--- src/rtl/dmem_ctrl_pkg.sv ---
// Shared definitions for the data-memory access controller: FSM state
// encodings, the default bus timeout, flag/strobe constants and a helper
// that extracts the word address from a byte address.
package dmem_ctrl_pkg;

   typedef enum logic [1:0] {
      IdleSt = 2'd0,
      BusySt = 2'd1,
      DoneSt = 2'd2
   } state_t;

   localparam int DefTimeout = 255;

   localparam logic SetFlag    = 1'b1;
   localparam logic ClearFlag  = 1'b0;
   localparam logic Valid      = 1'b1;
   localparam logic Invalid    = 1'b0;
   localparam logic RamWrite   = 1'b1;
   localparam logic RamUnWrite = 1'b0;

   localparam logic [31:0] Zero = 32'h0000_0000;

   // Word address of a byte address; the link granule is one 32-bit word.
   function automatic logic [29:0] word_of(input logic [31:0] byte_addr);
      return byte_addr[31:2];
   endfunction

endpackage

--- src/rtl/dmem_ctrl_llbit.sv ---
// LL/SC link register: holds the link bit and the linked word address.
// Pipeline-driven updates happen only when MEM is not stalled; a snoop hit
// from another master clears the link on any edge.
module llbit_reg
   import dmem_ctrl_pkg::*;
(
   input  logic        clk,
   input  logic        rst,
   input  logic        upd,
   input  logic        excpt,
   input  logic        wbit,
   input  logic        wLLbit,
   input  logic [31:0] memAddr,
   input  logic        stHit,
   input  logic [31:0] stAddr,
   input  logic        snoop_valid,
   input  logic [31:0] snoop_addr,
   output logic        rLLbit
);

   logic [29:0] llAddr;
   logic        snoopHit;
   logic        storeHit;

   // NOTE: both compares use the link address held before this edge, so a
   // snoop arriving together with a new LL tests the old link, and the new
   // link (set below) takes precedence because it starts after the snoop.
   assign snoopHit = snoop_valid && (word_of(snoop_addr) == llAddr);
   assign storeHit = stHit && (word_of(stAddr) == llAddr);

   // Link bit and address, highest-priority cause first.
   always_ff @(posedge clk or negedge rst) begin
      if (!rst) begin
         rLLbit <= ClearFlag;
         llAddr <= '0;
      end else if (upd && excpt) begin
         rLLbit <= ClearFlag;
      end else if (upd && wbit) begin
         rLLbit <= wLLbit;
         if (wLLbit) begin
            llAddr <= word_of(memAddr);
         end
      end else if (snoopHit) begin
         rLLbit <= ClearFlag;
      end else if (upd && storeHit) begin
         rLLbit <= ClearFlag;
      end
   end

endmodule

--- src/rtl/dmem_ctrl.sv ---
// Data-memory access controller below the MEM stage. Each MEM access runs as
// a single outstanding req/ack transaction on the data bus; the pipeline is
// stalled until the access reaches DONE. Misaligned accesses skip the bus and
// flag addr_err; accesses with no ack within TIMEOUT busy cycles flag bus_err.
module dmem_ctrl
   import dmem_ctrl_pkg::*;
#(
   parameter int TIMEOUT = DefTimeout
) (
   input  logic        clk,
   input  logic        rst,
   input  logic        memCe,
   input  logic        memWr,
   input  logic [31:0] memAddr,
   input  logic [31:0] wtData,
   input  logic        wbit,
   input  logic        wLLbit,
   input  logic        excpt,
   input  logic        snoop_valid,
   input  logic [31:0] snoop_addr,
   output logic [31:0] rdData,
   output logic        rLLbit,
   output logic        stall,
   output logic        bus_req,
   output logic        bus_we,
   output logic [31:0] bus_addr,
   output logic [31:0] bus_wdata,
   input  logic [31:0] bus_rdata,
   input  logic        bus_ack,
   output logic        addr_err,
   output logic        bus_err
);

   localparam int              CntW    = (TIMEOUT > 1) ? $clog2(TIMEOUT) : 1;
   localparam logic [CntW-1:0] CntLast = CntW'(TIMEOUT - 1);

   state_t          state;
   logic [CntW-1:0] cnt;
   logic            stDone;   // the access now in DONE was an acked store

   // The instruction leaves MEM on the DONE edge, so DONE releases the stall.
   assign stall = memCe && (state != DoneSt);

   // Access FSM with registered bus strobes, load data and error pulses.
   // NOTE: all state here is written with non-blocking assignments so every
   // register samples pre-edge values, independent of statement order.
   always_ff @(posedge clk or negedge rst) begin
      if (!rst) begin
         state     <= IdleSt;
         cnt       <= '0;
         stDone    <= ClearFlag;
         rdData    <= Zero;
         bus_req   <= Invalid;
         bus_we    <= RamUnWrite;
         bus_addr  <= Zero;
         bus_wdata <= Zero;
         addr_err  <= Invalid;
         bus_err   <= Invalid;
      end else begin
         case (state)
            IdleSt: begin
               if (memCe) begin
                  if (memAddr[1:0] == 2'b00) begin
                     state     <= BusySt;
                     cnt       <= '0;
                     bus_req   <= Valid;
                     bus_we    <= memWr;
                     bus_addr  <= memAddr;
                     bus_wdata <= wtData;
                  end else begin
                     state    <= DoneSt;
                     addr_err <= Valid;
                     rdData   <= Zero;
                  end
               end
            end
            BusySt: begin
               if (bus_ack) begin
                  state   <= DoneSt;
                  bus_req <= Invalid;
                  stDone  <= (bus_we == RamWrite);
                  if (bus_we == RamUnWrite) begin
                     rdData <= bus_rdata;
                  end
               end else if (cnt == CntLast) begin
                  state   <= DoneSt;
                  bus_req <= Invalid;
                  bus_err <= Valid;
                  rdData  <= Zero;
               end else begin
                  cnt <= cnt + 1'b1;
               end
            end
            DoneSt: begin
               state    <= IdleSt;
               stDone   <= ClearFlag;
               addr_err <= Invalid;
               bus_err  <= Invalid;
            end
            default: begin
               state <= IdleSt;
            end
         endcase
      end
   end

   llbit_reg u_llbit (
      .clk         (clk),
      .rst         (rst),
      .upd         (!stall),
      .excpt       (excpt),
      .wbit        (wbit),
      .wLLbit      (wLLbit),
      .memAddr     (memAddr),
      .stHit       ((state == DoneSt) && stDone),
      .stAddr      (bus_addr),
      .snoop_valid (snoop_valid),
      .snoop_addr  (snoop_addr),
      .rLLbit      (rLLbit)
   );

endmodule
--- config.mk ---
export PLATFORM = sky130hd
export DESIGN_NAME = dmem_ctrl
export DESIGN_NICKNAME = d
export VERILOG_FILES = /design/src/rtl/dmem_ctrl_pkg.sv /design/src/rtl/dmem_ctrl_llbit.sv /design/src/rtl/dmem_ctrl.sv
export SDC_FILE = /design/constraint.sdc
export NUM_CORES = 1
export LEC_CHECK = 0
export CORE_MARGIN = 4
export CORE_UTILIZATION = 45
export CTS_BUF_LIST = sky130_fd_sc_hd__clkbuf_4 sky130_fd_sc_hd__clkbuf_8 sky130_fd_sc_hd__clkbuf_16
export DETAILED_ROUTE_END_ITERATION = 10
export PLACE_DENSITY = 0.81
export SLEW_MARGIN = 40
export SYNTH_ARGS = -nofsm -noshare
export SYNTH_HDL_FRONTEND = slang
export SYNTH_SLANG_ARGS = --single-unit
--- constraint.sdc ---
create_clock -name clk -period 2.05 [get_ports clk]
set_input_delay 0.615 -clock clk [delete_from_list [all_inputs] [get_ports clk]]
set_output_delay 0.615 -clock clk [all_outputs]
set_load 0.02 [all_outputs]
==> metrics.md, run 1 <==
| Metric | Value |
|---|---|
| Fillers | `1,042` |
| DR DRC count | `0` |
| PortBufs | `236` |
| GRT Overall Usage | `22.0%` |
| Pleak | `0.00504 uW` |
| Critical path data required time | `1430 ps` |
| Hold WS | `114 ps` |
| Total gr overflow | `0` |
| CP startpoint kind | `input port` |
| Fin crit share | `99.5%` |
| Synth area leaders | `dfrtp_1, nand2_1, xor2_1` |
| Fin. max-slew vios | `0` |
| Routability Congestion | `0.826` |
| Initial DRC Count | `348` |
| Max-cap violations | `0` |
| Avg Vias per Cell | `4.80` |
| Met1 WL | `7.45 mm` |
| Routed met3 length | `1.10 mm` |
| Final clock skew | `8.85 ps` |
| Maximum vdd drop | `0.000539 V` |
| Deepest clock path buffer count | `2` |
| Yosys reg bits | `142` |
| Cell count after synthesis | `634` |
| Area growth syn-to-layout | `51.7%` |
| DR top layer | `met4` |
| Routed wire length | `17.9 mm` |
| Arrival time at the worst endpoint | `1420 ps` |
| CTS Sinks | `142` |
| CTS tree | `yes` |
| Area leader, netlist | `dfrtp_1` |
| Die Ht | `128 um` |
| Total Power | `9850 uW` |
| Status | `finished clean` |
| Register area share after synthesis | `54.9%` |
| Average instance area after synthesis | `10.2 um^2` |
| Met2 wire length | `8.99 mm` |
| Maximum fanout along the worst path | `2` |
| Largest net degree at the start of global routing | `49` |
| Die area | `16,400 um^2` |
| Routed vias | `5,183` |
| Synth Net Count | `773` |
| DR WL/cell | `16.5 um` |
| First-pass GRT wire length | `28.0 mm` |
| Fin nets | `1,025` |
| Setup-failing EPs final | `0` |
| PD cells | `1000 nW/um^2` |
| FP Rows | `43` |
| Synth warn | `0` |
| Die Wd | `128 um` |
| Post-synth EDFFs | `0` |
| Worst-margin pin slew | `403 ps` |
| Mapped Area | `6470 um^2` |
| Max Freq | `490 MHz` |
| H-tree depth | `4` |
| # IOs | `239` |
| Post-synth ARST share | `100%` |
| Period minus WS final | `2040 ps` |
| Predominant post-synthesis flop cell | `dfrtp_1` |
| Setup crit end kind | `primary output` |
| Routed Antenna Nets | `0` |
| Final Hold Fails | `0` |
| Yosys cell types | `39` |
| Root Driver | `clkbuf_16` |
| Post-CTS setup buffers | `0` |
| Hold Crit Class | `input port to async pin` |
| Layout cells sized above 1 | `9.45%` |
| Clk Latency, worst-skew pair | `420 ps` |
| Synth top area share | `54.9%` |
| Vias in the first global route | `5,265` |
| Post-DP HPWL | `13.2 mm` |
| Starting Density | `46.3%` |
| Ant diodes | `0` |
| Clock transition at path regs | `60 ps` |
| CORE AREA | `14,000 um^2` |
| Relative slew slack | `73.1%` |
| Antenna violations before repair | `0` |
| Setup TNS | `0 ps` |
| Drt pass-1 iters | `4` |
| CTS buffer count | `17` |
| Setup repair after global routing missed its margin | `false` |
| Critical path class | `input port to primary output` |
[final timing paths]
path	to	startpoint	cells past startpoint	slack, ps
max in group asynchronous	state[1]	rst	2	1340
setup / recovery	stall	memCe	3	10
setup reg to reg	u_llbit.llAddr[18]	state[0]	6	220
hold / removal	bus_addr[10]	rst	1	110
min in group clk	bus_wdata[27]	bus_wdata[27]	2	470
hold reg to reg	bus_wdata[27]	bus_wdata[27]	2	470
[power breakdown]
| part | internal (uW) | switching (uW) | leakage, uW |
|---|---|---|---|
| combinational | 1360 | 1410 | 0.00292 |
| clock | 2050 | 1190 | 0.000300 |
| sequential | 3360 | 466 | 0.00182 |
[state kept, by name, indices dropped and copies added, names as in the netlist]
register	count
bus_req	1
addr_err	1
bus_we	1
rdData	32
u_llbit.rLLbit	1
bus_wdata	32
state	2
bus_err	1
stDone	1
u_llbit.llAddr	30
cnt	8
bus_addr	32
[cell type report]
class	instances	area, um^2	area share, %
clock buffer	18	433	4.41
sequential	142	3550	36.2
inverter	36	135	1.38
timing repair buffer	260	2700	27.5
tap	180	225	2.30
clock inverter	14	193	1.96
multi-input combinational	429	2570	26.2
[critical path: stages]
cell and delay [ps]:
clkdlybuf4s50_1 480, and2_4 170, buf_2 160
[kinds of logic after synthesis]
group / share of synthesized area, %
DFF: 54.9
AOI/OAI and AO/OA: 2.07
muxes: 10.2
adders and majority gates: 0.387
buffers and inverters: 5.40
xor gates and xnor gates: 8.80
and+or+nand+nor: 18.3
[placed cells by master, fill, tap and decap left out, drive strengths merged, types with 6 or more instances in the layout]
cell	count
nor4	12
dfrtp	142
clkdlybuf4s50	172
inv	36
xnor2	24
o21ai	8
xor2	41
nand2	229
mux2	30
nand4	9
buf	26
clkbuf	18
mux2i	32
dlygate4sd2	32
dlymetal6s2s	30
clkinv	7
nor2	11
nand3	6
[Yosys cell counts (all sizes together), types with 2 or more instances]
cell	instances
nand2	229
dfrtp	142
xor2	41
inv	35
mux2i	32
mux2	30
xnor2	24
buf	20
nor4	12
nor2	11
nand4	9
o21ai	8
clkbuf	7
nand3	6
a21oi	5
and2	4
nor3	3
ha	2
nand2b	2
o21bai	2
or3	2
[metrics by stage]
step,area (um^2),worst slack [ps],utilization [%],std cells
floorplan,6470,368,-,634
global placement,9160,-419,65.5,1047
detailed placement,9160,-428,65.5,1047
CTS,9740,0.941,69.6,1079
global route,9810,1.25,70.2,1079
finish,9810,10.7,70.2,1079
[what timing repair did]
item,CTS,global route
setup endpoints to repair,33,30
gates resized for setup,36,30
hold buffers,0,0
[metal layers]
layer	GRT usage (%)	vias to the layer above
met5	0	-
met3	6.17	26
met4	6.68	0
met2	36.6	156
met1	28.0	2471
li1	-	2530
(Power assumes the default switching activity.)
==> inputs of run 2 (changes only) <==
--- a/config.mk
+++ b/config.mk
@@ -5,9 +5,11 @@
 export SDC_FILE = /design/constraint.sdc
 export NUM_CORES = 1
 export LEC_CHECK = 0
-export CORE_MARGIN = 4
+export CAP_MARGIN = 0
+export CORE_MARGIN = 10
 export CORE_UTILIZATION = 45
 export CTS_BUF_LIST = sky130_fd_sc_hd__clkbuf_4 sky130_fd_sc_hd__clkbuf_8 sky130_fd_sc_hd__clkbuf_16
+export CTS_CLUSTER_SIZE = 28
 export DETAILED_ROUTE_END_ITERATION = 10
 export PLACE_DENSITY = 0.81
 export SLEW_MARGIN = 40
==> metrics.md, run 2 (synthesis gave the netlist of run 1 again) <==
| Metric | Value |
|---|---|
| Setup repair after global routing missed its margin | `false (unchanged)` |
| Pleak | `0.00505 uW (was 0.00504 uW)` |
| Relative slew slack | `75.5% (was 73.1%)` |
| Total gr overflow | `0 (unchanged)` |
| Hold Crit Class | `input port to async pin (unchanged)` |
| Most frequent cells in the layout | `nand2_1, clkdlybuf4s50_1, dfrtp_1, xor2_1, dlygate4sd2_1 (was nand2_1, clkdlybuf4s50_1, dfrtp_1, xor2_1, inv_1)` |
| Avg Vias per Cell | `4.87 (was 4.80)` |
| Slowest stage delay, CP | `510 ps (was 480 ps)` |
| Routed Antenna Nets | `0 (unchanged)` |
| CTS Hold Bufs | `0 (unchanged)` |
| Starting Density | `46.3% (unchanged)` |
| # IOs | `239 (unchanged)` |
| Period minus WS final | `2030 ps (was 2040 ps)` |
| Die area | `19,600 um^2 (was 16,400 um^2)` |
| Largest registers | `bus_addr: 32 flops, bus_wdata: 32 flops, rdData: 32 flops (unchanged)` |
| Max Freq | `491 MHz (was 490 MHz)` |
| Area growth syn-to-layout | `50.8% (was 51.7%)` |
| Drt pass-1 iters | `4 (unchanged)` |
| Fillers | `1,028 (was 1,042)` |
| Deepest clock path buffer count | `2 (unchanged)` |
| Status | `finished clean (unchanged)` |
| Initial DRC Count | `189 (was 348)` |
| Comb pwr share | `28.8% (was 28.2%)` |
| Layout cells sized above 1 | `9.25% (was 9.45%)` |
| Fin crit share | `99.3% (was 99.5%)` |
| CP Depth | `3 (unchanged)` |
| PD cells | `988 nW/um^2 (was 1000 nW/um^2)` |
| Critical path data required time | `1430 ps (about the same)` |
| Reg-to-reg critical path startpoint | `state[0] (unchanged)` |
| CTS tree | `yes (unchanged)` |
| First-pass GRT wire length | `30.8 mm (was 28.0 mm)` |
| Maximum vdd drop | `0.000711 V (was 0.000539 V)` |
| CP startpoint kind | `input port (unchanged)` |
| Routed vias | `5,250 (was 5,183)` |
| Setup TNS | `0 ps (unchanged)` |
| Routability Congestion | `0.818 (was 0.826)` |
| DR DRC count | `0 (unchanged)` |
| Crit path to | `stall (unchanged)` |
| Final Core Density | `69.7% (was 70.2%)` |
| Worst path cell trace | `clkdlybuf4s50_1 > and2_4 > buf_4 (was clkdlybuf4s50_1 > and2_4 > buf_2)` |
| Commonest non-fill, non-tap cell in the layout | `nand2_1 (unchanged)` |
| GRT Overall Usage | `19.7% (was 22.0%)` |
| Worst-margin pin slew | `365 ps (was 403 ps)` |
| Max-cap violations | `0 (unchanged)` |
| CP top delay family | `buffers and inverters (unchanged)` |
| Root Driver | `clkbuf_16 (unchanged)` |
| Worst Reg-to-Reg Cells | `6 (unchanged)` |
| DR WL/cell | `18.1 um (was 16.5 um)` |
| Fin nets | `1,025 (unchanged)` |
| Final clock skew | `7.18 ps (was 8.85 ps)` |
| Setup crit end kind | `primary output (unchanged)` |
| Arrival time at the worst endpoint | `1420 ps (about the same)` |
| Final std cells w/o fill | `1,078 (was 1,079)` |
| CTS Sinks | `142 (unchanged)` |
| Placed cells | `1,047 (unchanged)` |
| Clock transition at path regs | `60 ps (about the same)` |
| Critical path class | `input port to primary output (unchanged)` |
| Antenna violations before repair | `1 (was 0)` |
| PortBufs | `236 (unchanged)` |
| Sw Share | `31.4% (was 31.2%)` |
| Switching power | `3020 uW (was 3070 uW)` |
| Die Ht | `140 um (was 128 um)` |
| Vias in the first global route | `5,612 (was 5,265)` |
| Largest net degree at the start of global routing | `59 (was 49)` |
| Slowest CP cell | `clkdlybuf4s50_1 (unchanged)` |
| Clk network pwr share | `31.2% (was 33.0%)` |
| H-tree depth | `4 (unchanged)` |
| Register share of total power | `39.9% (was 38.9%)` |
| R2r setup slk | `180 ps (was 220 ps)` |
| Worst R2R End | `u_llbit.llAddr[9] (was u_llbit.llAddr[18])` |
| Post-DP HPWL | `14.6 mm (was 13.2 mm)` |
| CTS buffer count | `17 (unchanged)` |
| Fin. max-slew vios | `0 (unchanged)` |
| Post-CTS setup buffers | `0 (unchanged)` |
| CP startpoint | `memCe (unchanged)` |
| FP Rows | `43 (unchanged)` |
| Maximum fanout along the worst path | `2 (unchanged)` |
| Final Hold Fails | `0 (unchanged)` |
| Internal power | `6610 uW (was 6770 uW)` |
| CORE AREA | `14,000 um^2 (unchanged)` |
| Routed wire length | `19.5 mm (was 17.9 mm)` |
| Clk Latency, worst-skew pair | `420 ps (about the same)` |
| Setup-failing EPs final | `0 (unchanged)` |
| Die Wd | `140 um (was 128 um)` |
| Bufs and invs on worst path | `2 (unchanged)` |
==> run 2: repair_timing <==
action,in CTS,in global routing
gates resized for setup,41,31
gates cloned,0,0
endpoints found under the setup margin,37,31
==> run 2: worst min path at each step <==
stage / end / slack, ps / start / depth (start not counted)
finish: bus_addr[27] / 70 / rst / 1
global placement: bus_wdata[18] / 460 / bus_wdata[18] / 2
detailed placement: bus_wdata[16] / 460 / bus_wdata[16] / 2
global route: bus_addr[27] / 70 / rst / 1
CTS: bus_addr[27] / 70 / rst / 1
floorplan: addr_err / 320 / rst / 0
==> run 2: worst register-to-register path, cell delays in order, from the launching register on <==
cell and delay, ps:
dfrtp_1 370, nand2b_1 220, and2_4 210, buf_4 140, nor3_4 200, buf_12 240, mux2_2 380
==> run 2: layer usage <==
| layer | GRT usage [%] | vias to the layer above | share of wire, % |
|---|---|---|---|
| li1 | - | 2517 | - |
| met1 | 22.7 | 2544 | 40 |
| met2 | 33.4 | 162 | 51 |
| met3 | 7.07 | 27 | 7.4 |
| met4 | 6.58 | 0 | 2.0 |
| met5 | 0 | - | 0 |
==> run 2: stage by stage <==
stage	instance area, um^2	total power, uW	worst slack, ps	hold slack, ps
floorplan	6470	5310	368	319
finish	9750	9630	15.0	70.3
detailed placement	9150	6850	-453	464
CTS	9670	9780	1.41	65.2
global placement	9150	6770	-460	457
global route	9750	10100	0.198	73.0
==> run 2: final cells by class <==
class	count	area [um^2]	share of cell area [%]
Antenna cell	1	2.50	0.0257
Timing Repair Buffer	260	2690	27.5
Multi-Input combinational cell	429	2570	26.4
Tap cell	180	225	2.31
Clock inverter	7	87.6	0.898
Inverter	36	135	1.39
Sequential cell	142	3550	36.4
Clock buffer	23	489	5.02
==> run 2: power by group through the flow <==
stage / Combinational, uW / Clock [uW] / Sequential (uW)
after global routing: 3020 / 3200 / 3920
after global placement: 2910 / 0 / 3860
after floorplan: 1020 / 0 / 4280
final: 2780 / 3010 / 3850
after detailed placement: 2960 / 0 / 3890
after CTS: 2850 / 3080 / 3850
